--- config.mk ---
export PLATFORM = sky130hd
export DESIGN_NAME = seq_adder_nbit
export DESIGN_NICKNAME = d
export VERILOG_FILES = /design/src/rtl/seq_adder_nbit.sv
export SDC_FILE = /design/constraint.sdc
export NUM_CORES = 1
export LEC_CHECK = 0
export CORE_ASPECT_RATIO = 1.5
export CORE_UTILIZATION = 51
export CTS_CLUSTER_SIZE = 14
export DETAILED_ROUTE_END_ITERATION = 8
export HOLD_SLACK_MARGIN = 0.08
export PLACE_DENSITY = 0.86
export SYNTH_ARGS = -nofsm -noshare
export SYNTH_HDL_FRONTEND = slang
export SYNTH_SLANG_ARGS = --single-unit
--- constraint.sdc ---
create_clock -name clk -period 2.07 [get_ports clk]
set_clock_uncertainty 0.2 [all_clocks]
set_input_delay 0.5175 -clock clk [delete_from_list [all_inputs] [get_ports clk]]
set_output_delay 0.5175 -clock clk [all_outputs]
set_load 0.03 [all_outputs]
--- src/rtl/seq_adder_nbit.sv ---
// seq_adder_nbit: multi-cycle WIDTH-bit adder/subtractor that processes CHUNK
// bits per clock. The carry (or borrow) is held between cycles.
//
// Parameters:
//   WIDTH  operand/result width (>= 2)
//   CHUNK  bits added per clock (WIDTH % CHUNK == 0); NCH = WIDTH/CHUNK RUN cycles
// Ports:
//   clk, rst        rising-edge clock, asynchronous active-high reset
//   start           request, sampled only in IDLE or DONE
//   sub             0 = add, 1 = subtract (captured with start)
//   inA, inB, cin   operands and carry/borrow-in (captured with start)
//   outS, cout, ovf registered result, carry/borrow-out, signed overflow
//   busy            high for the NCH RUN cycles
//   done            one-cycle pulse after completion
module seq_adder_nbit #(
  parameter int WIDTH = 8,
  parameter int CHUNK = 2
) (
  input  logic             clk,
  input  logic             rst,
  input  logic             start,
  input  logic             sub,
  input  logic [WIDTH-1:0] inA,
  input  logic [WIDTH-1:0] inB,
  input  logic             cin,
  output logic [WIDTH-1:0] outS,
  output logic             cout,
  output logic             ovf,
  output logic             busy,
  output logic             done
);

  localparam int NCH = WIDTH / CHUNK;
  localparam int CW  = (NCH > 1) ? $clog2(NCH) : 1;

  generate
    if (WIDTH < 2 || CHUNK < 1 || (WIDTH % CHUNK) != 0) begin : g_param_err
      $error("seq_adder_nbit: WIDTH must be >= 2 and a multiple of CHUNK");
    end
  endgenerate

  typedef enum logic [1:0] {
    IDLE,
    RUN,
    DONE
  } state_t;

  state_t           state, state_nx;
  logic [CW-1:0]    cnt;
  logic [WIDTH-1:0] a_r;      // operand A, shifted right one chunk per cycle
  logic [WIDTH-1:0] b_r;      // operand B' (inverted in subtract mode), shifted likewise
  logic [WIDTH-1:0] sh;       // shadow sum, filled from the top one chunk per cycle
  logic             c_r;      // carry chain between chunks
  logic             mode;
  logic             a_msb;
  logic             b_msb;

  logic [CHUNK:0]   csum;
  logic [WIDTH-1:0] chunk_w;
  logic [WIDTH-1:0] sh_nx;
  logic             last;
  logic             accept;

  assign accept = start && (state == IDLE || state == DONE);
  assign last   = (cnt == CW'(NCH - 1));

  // Datapath: the low chunk of the shifting operands is added each cycle. The
  // chunk sum enters the shadow register at the top, so after NCH cycles the
  // whole result is aligned in place.
  always_comb begin
    csum    = {1'b0, a_r[CHUNK-1:0]} + {1'b0, b_r[CHUNK-1:0]} + (CHUNK+1)'(c_r);
    chunk_w = WIDTH'(csum[CHUNK-1:0]);
    sh_nx   = (sh >> CHUNK) | (chunk_w << (WIDTH - CHUNK));
  end

  always_comb begin
    state_nx = state;
    busy     = 1'b0;
    done     = 1'b0;
    case (state)
      IDLE: begin
        if (start) state_nx = RUN;
      end
      RUN: begin
        busy = 1'b1;
        if (last) state_nx = DONE;
      end
      DONE: begin
        done     = 1'b1;
        state_nx = start ? RUN : IDLE;
      end
      default: state_nx = IDLE;
    endcase
  end

  always_ff @(posedge clk or posedge rst) begin
    if (rst) begin
      state <= IDLE;
      cnt   <= '0;
      a_r   <= '0;
      b_r   <= '0;
      sh    <= '0;
      c_r   <= 1'b0;
      mode  <= 1'b0;
      a_msb <= 1'b0;
      b_msb <= 1'b0;
      outS  <= '0;
      cout  <= 1'b0;
      ovf   <= 1'b0;
    end else begin
      state <= state_nx;
      if (accept) begin
        a_r   <= inA;
        b_r   <= sub ? ~inB : inB;
        c_r   <= sub ? ~cin : cin;
        mode  <= sub;
        a_msb <= inA[WIDTH-1];
        b_msb <= sub ? ~inB[WIDTH-1] : inB[WIDTH-1];
        cnt   <= '0;
        sh    <= '0;
      end else if (state == RUN) begin
        a_r <= a_r >> CHUNK;
        b_r <= b_r >> CHUNK;
        c_r <= csum[CHUNK];
        sh  <= sh_nx;
        cnt <= cnt + CW'(1);
        if (last) begin
          outS <= sh_nx;
          cout <= mode ? ~csum[CHUNK] : csum[CHUNK];
          // Same-sign operands producing an opposite-sign result is equivalent
          // to carry-into-MSB differing from carry-out-of-MSB.
          ovf  <= (a_msb == b_msb) && (sh_nx[WIDTH-1] != a_msb);
        end
      end
    end
  end

endmodule

### Word-level counts from Yosys, hierarchy flattened

Cells that the tools add are included.

| cells by class | value |
|---|---|
| reductions and logical operators | 7 |
| equality and inequality tests | 7 |
| muxes and demuxes | 20 |
| $add $sub $neg | 3 |
| bitwise logic cells | 6 |

Operators with widths:

| operator | number |
|---|---|
| $mux 8 | 7 |
| $mux 1 | 8 |
| $mux 2 | 4 |
| $not 8->8 | 1 |
| $or 6x8->8 | 1 |
| $pmux 2 s3 | 1 |
| $eq 2x2->1 const B | 2 |
| $ne 2x2->1 const B | 2 |
| $not 1->1 | 4 |
| $add 2x2->3 | 1 |
| $add 3x1->3 | 1 |
| $reduce_and 3->1 | 1 |
| $add 2x1->2 const B | 1 |
| $eq 2x1->1 const B | 1 |
| $logic_and 1x1->1 | 2 |
| $logic_not 2->1 | 1 |
| $reduce_and 2->1 | 1 |
| $reduce_bool 2->1 | 1 |
| $eq 1x1->1 | 1 |
| $logic_or 1x1->1 | 1 |
| $ne 1x1->1 | 1 |

| word-level totals | value |
|---|---|
| output and inout port bits | 12 |
| bits in registers | 42 |

### Depth between registers and ports, before layout

Gate-level depths: netlist of the first run.

| logic depth | value |
|---|---|
| depth after elaboration | 5 |
| gate-level depth with buffers | 7 |

### Worst setup path after synthesis of the first run

No wires, ideal clock.

| timing | value |
|---|---|
| path type | reg2reg |
| start | register a_r[0] |
| end | register ovf |
| slack | 159 ps |
| arrival time | 1628 ps |
| period minus slack after synthesis | 1911 ps |
| data required time | 1787 ps |
| stages on the path, launching flop included | 8 |
| path through | dfrtp_1 > inv_1 > fa_1 > inv_1 > fa_1 > and3b_1 > a21oi_1 > o21ai_0 |

| between the ends | value |
|---|---|
| longest elaborated chain between the ends | 5 |

Ends and longest elaborated chain:

| element | RTL line | text |
|---|---|---|
| from (decl) | 50 | `logic [WIDTH-1:0] a_r;` |
| from (signal assigned) | 113 | `a_r <= inA;` |
| from (signal assigned) | 122 | `a_r <= a_r >> CHUNK;` |
| $add 2x2->3 | 71 | `csum = {1'b0, a_r[CHUNK-1:0]} + {1'b0, b_r[CHUNK-1:0]} + (CHUNK+1)'(c_r);` |
| $add 3x1->3 | 71 |  |
| named net csum[1] | 58 | `logic [CHUNK:0] csum;` |
| $or 6x8->8 | 73 | `sh_nx = (sh >> CHUNK) \| (chunk_w << (WIDTH - CHUNK));` |
| $ne 1x1->1 | 132 | `ovf <= (a_msb == b_msb) && (sh_nx[WIDTH-1] != a_msb);` |
| $logic_and 1x1->1 | 132 |  |
| to (signal assigned) | 132 |  |
| to (decl) | 28 | `output logic ovf,` |

The timed path passes the listed nets, and every way through them passes these cells.
A chain may end at the register's enable or synchronous reset.

### Worst setup path after layout of the first run

| timing | value |
|---|---|
| start | register outS[5] |
| end | output port outS[5] |

RTL lines:

| element | RTL line | text |
|---|---|---|
| from (decl) | 26 | `output logic [WIDTH-1:0] outS,` |
| from (signal assigned) | 128 | `outS <= sh_nx;` |

No word-level cell between the ends.

==> impl_results.md, run 1 <==
* CTS Root Buffer Type: clkbuf_8
* Synth Warn # at 0
* # setup viols final at 0
* Synthesized area at 0.00174 mm²
* Slowest stage cell, crit path: clkdlybuf4s50_1
* Die Span X at 49.7 µm
* Simple-gate area share of the yosys netlist at 10.2%
* Iter 0 DRT Violations at 37
* CP Data Arrival Time at 1300 ps
* Via count at 1251
* Post-synth EDFFs at 0
* Reg2reg setup slack at 60 ps
* Clock sinks at 40
* Final hold violation count at 0
* Port Buffer Count at 32
* Final antenna diode count at 0
* FF-to-FF End: ovf
* First-pass GRT wire length at 5480 µm
* Rel. slew slack at 68.9%
* Avg Cell Area, Syn at 12.1 µm²
* Commonest cells in the netlist: dfrtp_1, nand2_1, a22o_1, xnor2_1
* Endpoint class of the critical path: output port
* Main combinational cell family by area after synthesis: compound AO/OA/AOI/OAI gates
* Worst Setup Path Type: reg -> out
* Fin area at 0.00222 mm²
* Initial DRT Pass Iterations at 4
* Max Clk Rate at 495 MHz
* Post-synthesis adder-cell area fraction at 3.02%
* Placed inst area at 0.00211 mm²
* CP startpoint kind: flip-flop
* Detailed Route WL at 3370 µm
* # DRC at 0
* Lkg Pwr at 1.06 nW
* Site row count at 25
* Ys async rst share at 100%
* Top cell type's share of synthesized area at 57.6%
* Synthesized flop and latch total at 40
* Status: finished, final reports clean
* Starting Density at 54.5%
* Nets at 206
* Crit-path max cell delay at 660 ps
* Die ar. at 0.00365 mm²
* Initial antenna violation count at 0
* Hold Crit Start: outS[6]
* Worst Path Required at 1350 ps
* Worst slew pin tran at 467 ps
* Gr ovfl total at 0
* Vias in the first global route at 1221
* Reg2reg path depth at 7
* CTS tree: yes
* P&R area growth vs syn at 27.6%
* Wirelength per Cell at 15.1 µm
* Post-DRT Antenna Nets at 0
* Top post-synthesis cells by area: dfrtp_1, a221o_1, a22o_1
* Detail Placement HPWL at 2340 µm
* Count of unique library cells instantiated by Yosys at 25
* Largest delay share family, worst path: buffers and inverters
* Final worst slack at 49.9 ps
* Cells after Synth at 144
* CTS Buffer Depth at 2
* Hold depth at 2
* Worst-path maximum fanout at 2
* GPL Wtd Cong at 0.748
* Synth Area in XOR/XNOR at 5.04%
* Layout cells sized above 1 at 15.8%
* Register area share after synthesis at 57.6%
* H-tree depth at 2
* All-Layer GR Usage at 21.1%
* Post-synthesis mux area share at 4.54%
* Post-CTS setup buffer count at 0
* Clock slew at reported path FFs at 70 ps
* Chip Height at 73.5 µm
* Max-slew violation count at 0
* Top-count cell post-synth: dfrtp_1
* Synth area leader: dfrtp_1
* Syn Nets at 168
* Cts bufs inserted at 5
* Core Util, Final at 69.5%
* Core area at 0.00319 mm²
* Tcrit/Tclk final at 97.6%
* Setup TNS at 0 ps
* Dpl ws at 22.3 ps
* Worst Hold Class: reg -> reg
* Largest net degree at the start of global routing at 41
* Worst vdd rail ir drop at 851 µV
* Max Cap Violations at 0
* Pwr per Cell Area at 1560 mW/mm²
* Tmin final at 2020 ps
* Vias per cell at 5.61
* Hold Path End: outS[6]
* Clock Latency Late Sink at 290 ps
* Crit-path cells: clkdlybuf4s50_1
* Compound-gate portion of the synthesized area at 14.3%
* WP buf/inv at 1
* I/O pins at 33
* RSZ-0062 raised after global routing: false
* Synth Flop Type: dfrtp_1
* FF-to-FF Start: b_r[0]
[state kept, by name (all words and copies together), names as in the netlist]
register	flops
sh	6
a_r	8
a_msb	1
cnt	2
b_msb	1
ovf	1
outS	8
cout	1
b_r	8
state	2
c_r	1
mode	1
[worst min-delay path, delay by kind of cell (launching register included)]
family	cells	cell delay, ps
AO/OA/AOI/OAI	1	60
flip-flops	1	340
AND/OR/NAND/NOR	1	50
[power breakdown]
group,switching [mW],internal [mW]
registers,0.216,1.13
clock network,0.259,0.270
logic,0.861,0.710
[worst max-delay path by stage]
stage | startpoint | slack (ps) | cells past startpoint | to
after floorplan | a_r[0] | 160 | 7 | ovf
after global placement | start | 70 | 4 | b_r[0]
after detailed placement | b_r[0] | 20 | 7 | ovf
after CTS | b_r[0] | 0.6 | 7 | ovf
after global routing | outS[5] | 3 | 1 | outS[5]
final | outS[5] | 50 | 1 | outS[5]
[kinds of logic after synthesis]
kind of cell | after synthesis
fa+ha+maj | 3
mux | 7
simple gates | 37
flops | 40
buf+inv | 16
xor+xnor | 10
compound gates | 31
[stage by stage]
step,cells,total power [mW],hold WS (ps)
after floorplan,144,2.46,257
after global placement,214,2.83,264
after detailed placement,214,2.91,278
after CTS,222,3.43,292
after global routing,223,3.67,313
final,223,3.45,285
[cell usage in the layout (no fill, tap or decap)]
cell type,instances
a21oi_1,1
a221o_1,8
a22o_1,9
a22oi_1,5
and2b_1,2
and3b_1,1
buf_12,1
buf_4,7
clkbuf_1,1
clkbuf_8,6
clkdlybuf4s15_1,1
clkdlybuf4s50_1,25
clkinv_2,1
clkinv_4,1
clkinvlp_4,1
dfrtp_1,40
dlygate4sd2_1,2
dlymetal6s2s_1,3
fa_1,1
fa_2,1
ha_1,1
inv_1,4
inv_2,2
mux2_2,7
nand2_1,15
nand2b_1,1
nand2b_2,1
nand3_1,6
nand3b_1,1
nor2_1,8
nor2_4,1
nor3_1,1
o21ai_0,5
o21ai_1,1
o2bb2ai_1,2
xnor2_1,9
xor2_1,1
[cell type report]
| class | count | area [µm²] |
|---|---|---|
| Clock inverter | 1 | 7.51 |
| Sequential cell | 40 | 1000 |
| Inverter | 7 | 31.3 |
| Fill cell | 239 | 972 |
| Clock buffer | 7 | 86.3 |
| Tap cell | 40 | 50.0 |
| Timing Repair Buffer | 39 | 388 |
| Timing Repair inverter | 1 | 5.00 |
| Multi-Input combinational cell | 88 | 649 |
[metal layers]
metal  GRT usage, %  wire length [µm]
met1           22.8              1330
met2           35.6              1850
met3           6.42               125
met4           13.3                62
met5              0                 0
[what timing repair did]
item | in CTS | in global routing
hold endpoints to repair | 0 | 0
pin swaps | 0 | 2
resized for setup | 3 | 11
hold buffers | 0 | 0
setup endpoints to repair | 3 | 5
cloned | 0 | 1
No activity file was read; power rests on OpenSTA's default activity.
==> run 2: changes to the inputs <==
--- a/config.mk
+++ b/config.mk
@@ -5,6 +5,8 @@
 export SDC_FILE = /design/constraint.sdc
 export NUM_CORES = 1
 export LEC_CHECK = 0
+export ABC_CLOCK_PERIOD_IN_PS = 2070
+export CAP_MARGIN = 20
 export CORE_ASPECT_RATIO = 1.5
 export CORE_UTILIZATION = 51
 export CTS_CLUSTER_SIZE = 14
@@ -14,3 +16,4 @@
 export SYNTH_ARGS = -nofsm -noshare
 export SYNTH_HDL_FRONTEND = slang
 export SYNTH_SLANG_ARGS = --single-unit
+export TNS_END_PERCENT = 10
==> impl_results.md, run 2 (synthesized netlist as in run 1, its figures left out) <==
* Most frequent cells in the layout: dfrtp_1, clkdlybuf4s50_1, nand2_1
* Clock power frac at 15.5%
* # DRC at 0
* Largest net degree at the start of global routing at 41
* Clock Latency Late Sink at 290 ps
* Chip Height at 73.5 µm
* Crit-path max cell delay at 660 ps
* Placed inst area at 0.00211 mm²
* Max Clk Rate at 495 MHz
* Cts bufs inserted at 5
* FF-to-FF End: ovf
* Iter 0 DRT Violations at 30
* Final hold violation count at 0
* Regs by FF count: a_r (8), b_r (8), outS (8)
* I/O pins at 33
* CP startpoint kind: flip-flop
* # hold bufs at CTS at 0
* Final cell count without fillers at 222
* First-pass GRT wire length at 5480 µm
* Sw Share at 38.4%
* Worst vdd rail ir drop at 882 µV
* Die Span X at 49.7 µm
* Hold depth at 2
* Layout cells sized above 1 at 14.8%
* Multi-input combinational cell area at 647 µm²
* Final antenna diode count at 0
* P&R area growth vs syn at 27.1%
* Max-slew violation count at 0
* Wirelength per Cell at 14.7 µm
* All-Layer GR Usage at 21.1%
* Worst Hold Class: reg -> reg
* Detail Placement HPWL at 2340 µm
* Crit-path cells: clkdlybuf4s50_1
* Met2 Track Usage GR at 35.6%
* CP Data Arrival Time at 1300 ps
* Sequential cell area at 0.00100 mm²
* Logic gate share of total power at 45.1%
* Worst Setup Path Type: reg -> out
* Fin area at 0.00221 mm²
* Port Buffer Count at 32
* Clock sinks at 40
* Cell internal pwr at 2.11 mW
* Site row count at 25
* Max Cap Violations at 0
* Most common cell after layout, fill and taps aside: dfrtp_1
* H-tree depth at 2
* Lkg Pwr at 1.06 nW
* Dpl cells at 214
* Status: finished, final reports clean
* Worst slew pin tran at 473 ps
* RSZ-0062 raised after global routing: true
* Gr ovfl total at 0
* Post-DRT Antenna Nets at 0
* WP buf/inv at 1
* Pwr per Cell Area at 1550 mW/mm²
* CTS Root Buffer Type: clkbuf_8
* Tcrit/Tclk final at 97.5%
* Reg2reg path depth at 7
* Reg2reg setup slack at 70 ps
* Most used routing layer: met2
* WP depth at 1
* Endpoint class of the critical path: output port
* Core area at 0.00319 mm²
* Hold Path End: outS[6]
* Met3 usage at 6.42%
* Rel. slew slack at 68.5%
* Via count at 1248
* Vias in the first global route at 1221
* Initial antenna violation count at 0
* Sw Pwr at 1.31 mW
* Starting Density at 54.5%
* Die ar. at 0.00365 mm²
* GPL Wtd Cong at 0.748
* Vias per cell at 5.62
* Initial DRT Pass Iterations at 4
* Worst-path maximum fanout at 2
* Detailed Route WL at 3260 µm
* Tmin final at 2020 ps
* Share of power burned in registers at 39.4%
* CTS Buffer Depth at 2
* Nets at 205
* CTS tree: yes
* Hold Crit Start: outS[6]
* # setup viols final at 0
* Met1 global-route usage at 22.8%
* Largest delay share family, worst path: buffers and inverters
* Clock slew at reported path FFs at 70 ps
* FILL cells at 236
* Core Util, Final at 69.3%
* FF-to-FF Start: b_r[0]
* Worst Path Required at 1350 ps
* Slowest stage cell, crit path: clkdlybuf4s50_1
## run 2: per-stage QoR
step / setup slack [ps] / setup TNS (ps) / total power, mW / hold slack (ps)
after CTS: 0.637 / 0 / 3.43 / 292
after global routing: -7.32 / -7.32 / 3.64 / 313
final: 51.2 / 0 / 3.42 / 285
after global placement: 72.9 / 0 / 2.83 / 264
after floorplan: 159 / 0 / 2.46 / 257
after detailed placement: 22.3 / 0 / 2.91 / 278
## run 2: worst max path at each step
stage / from / end / slack [ps]
after floorplan: a_r[0] / ovf / 160
after global placement: start / b_r[0] / 70
after detailed placement: b_r[0] / ovf / 20
after CTS: b_r[0] / ovf / 0.6
after global routing: state[0] / busy / -7
final: outS[5] / outS[5] / 50
## run 2: final cells by class
class                           instances  share of cell area, %
Sequential cell                        40                   45.3
Inverter                                7                   1.42
Tap cell                               40                   2.27
Clock inverter                          1                  0.340
Clock buffer                            7                   3.91
Timing Repair Buffer                   39                   17.5
Multi-Input combinational cell         88                   29.3
## run 2: routing by layer
layer,up-vias,share of wire (%)
met5,-,0
met4,0,2.7
met3,6,4.0
met2,46,55
met1,619,39
li1,577,-
## run 2: power groups by stage
stage / registers, mW / clock network, mW / logic [mW]
after global routing: 1.39 / 0.581 / 1.67
after global placement: 1.34 / 0 / 1.49
after detailed placement: 1.36 / 0 / 1.54
after CTS: 1.35 / 0.543 / 1.54
final: 1.35 / 0.529 / 1.54
after floorplan: 1.48 / 0 / 0.984
## run 2: repair_timing
| item | CTS | global route |
|---|---|---|
| setup endpoints to repair | 3 | 5 |
| buffers inserted | 0 | 0 |
| pin swaps | 0 | 2 |
| gates resized for setup | 3 | 9 |
## run 2: worst register-to-register path, delay by kind of cell (launching register included)
kind	cells	cell delay, ps
AOI/OAI and AO/OA	2	190
adders and majority gates	2	810
buffers and inverters	2	120
DFF	1	360
and+or+nand+nor	1	240
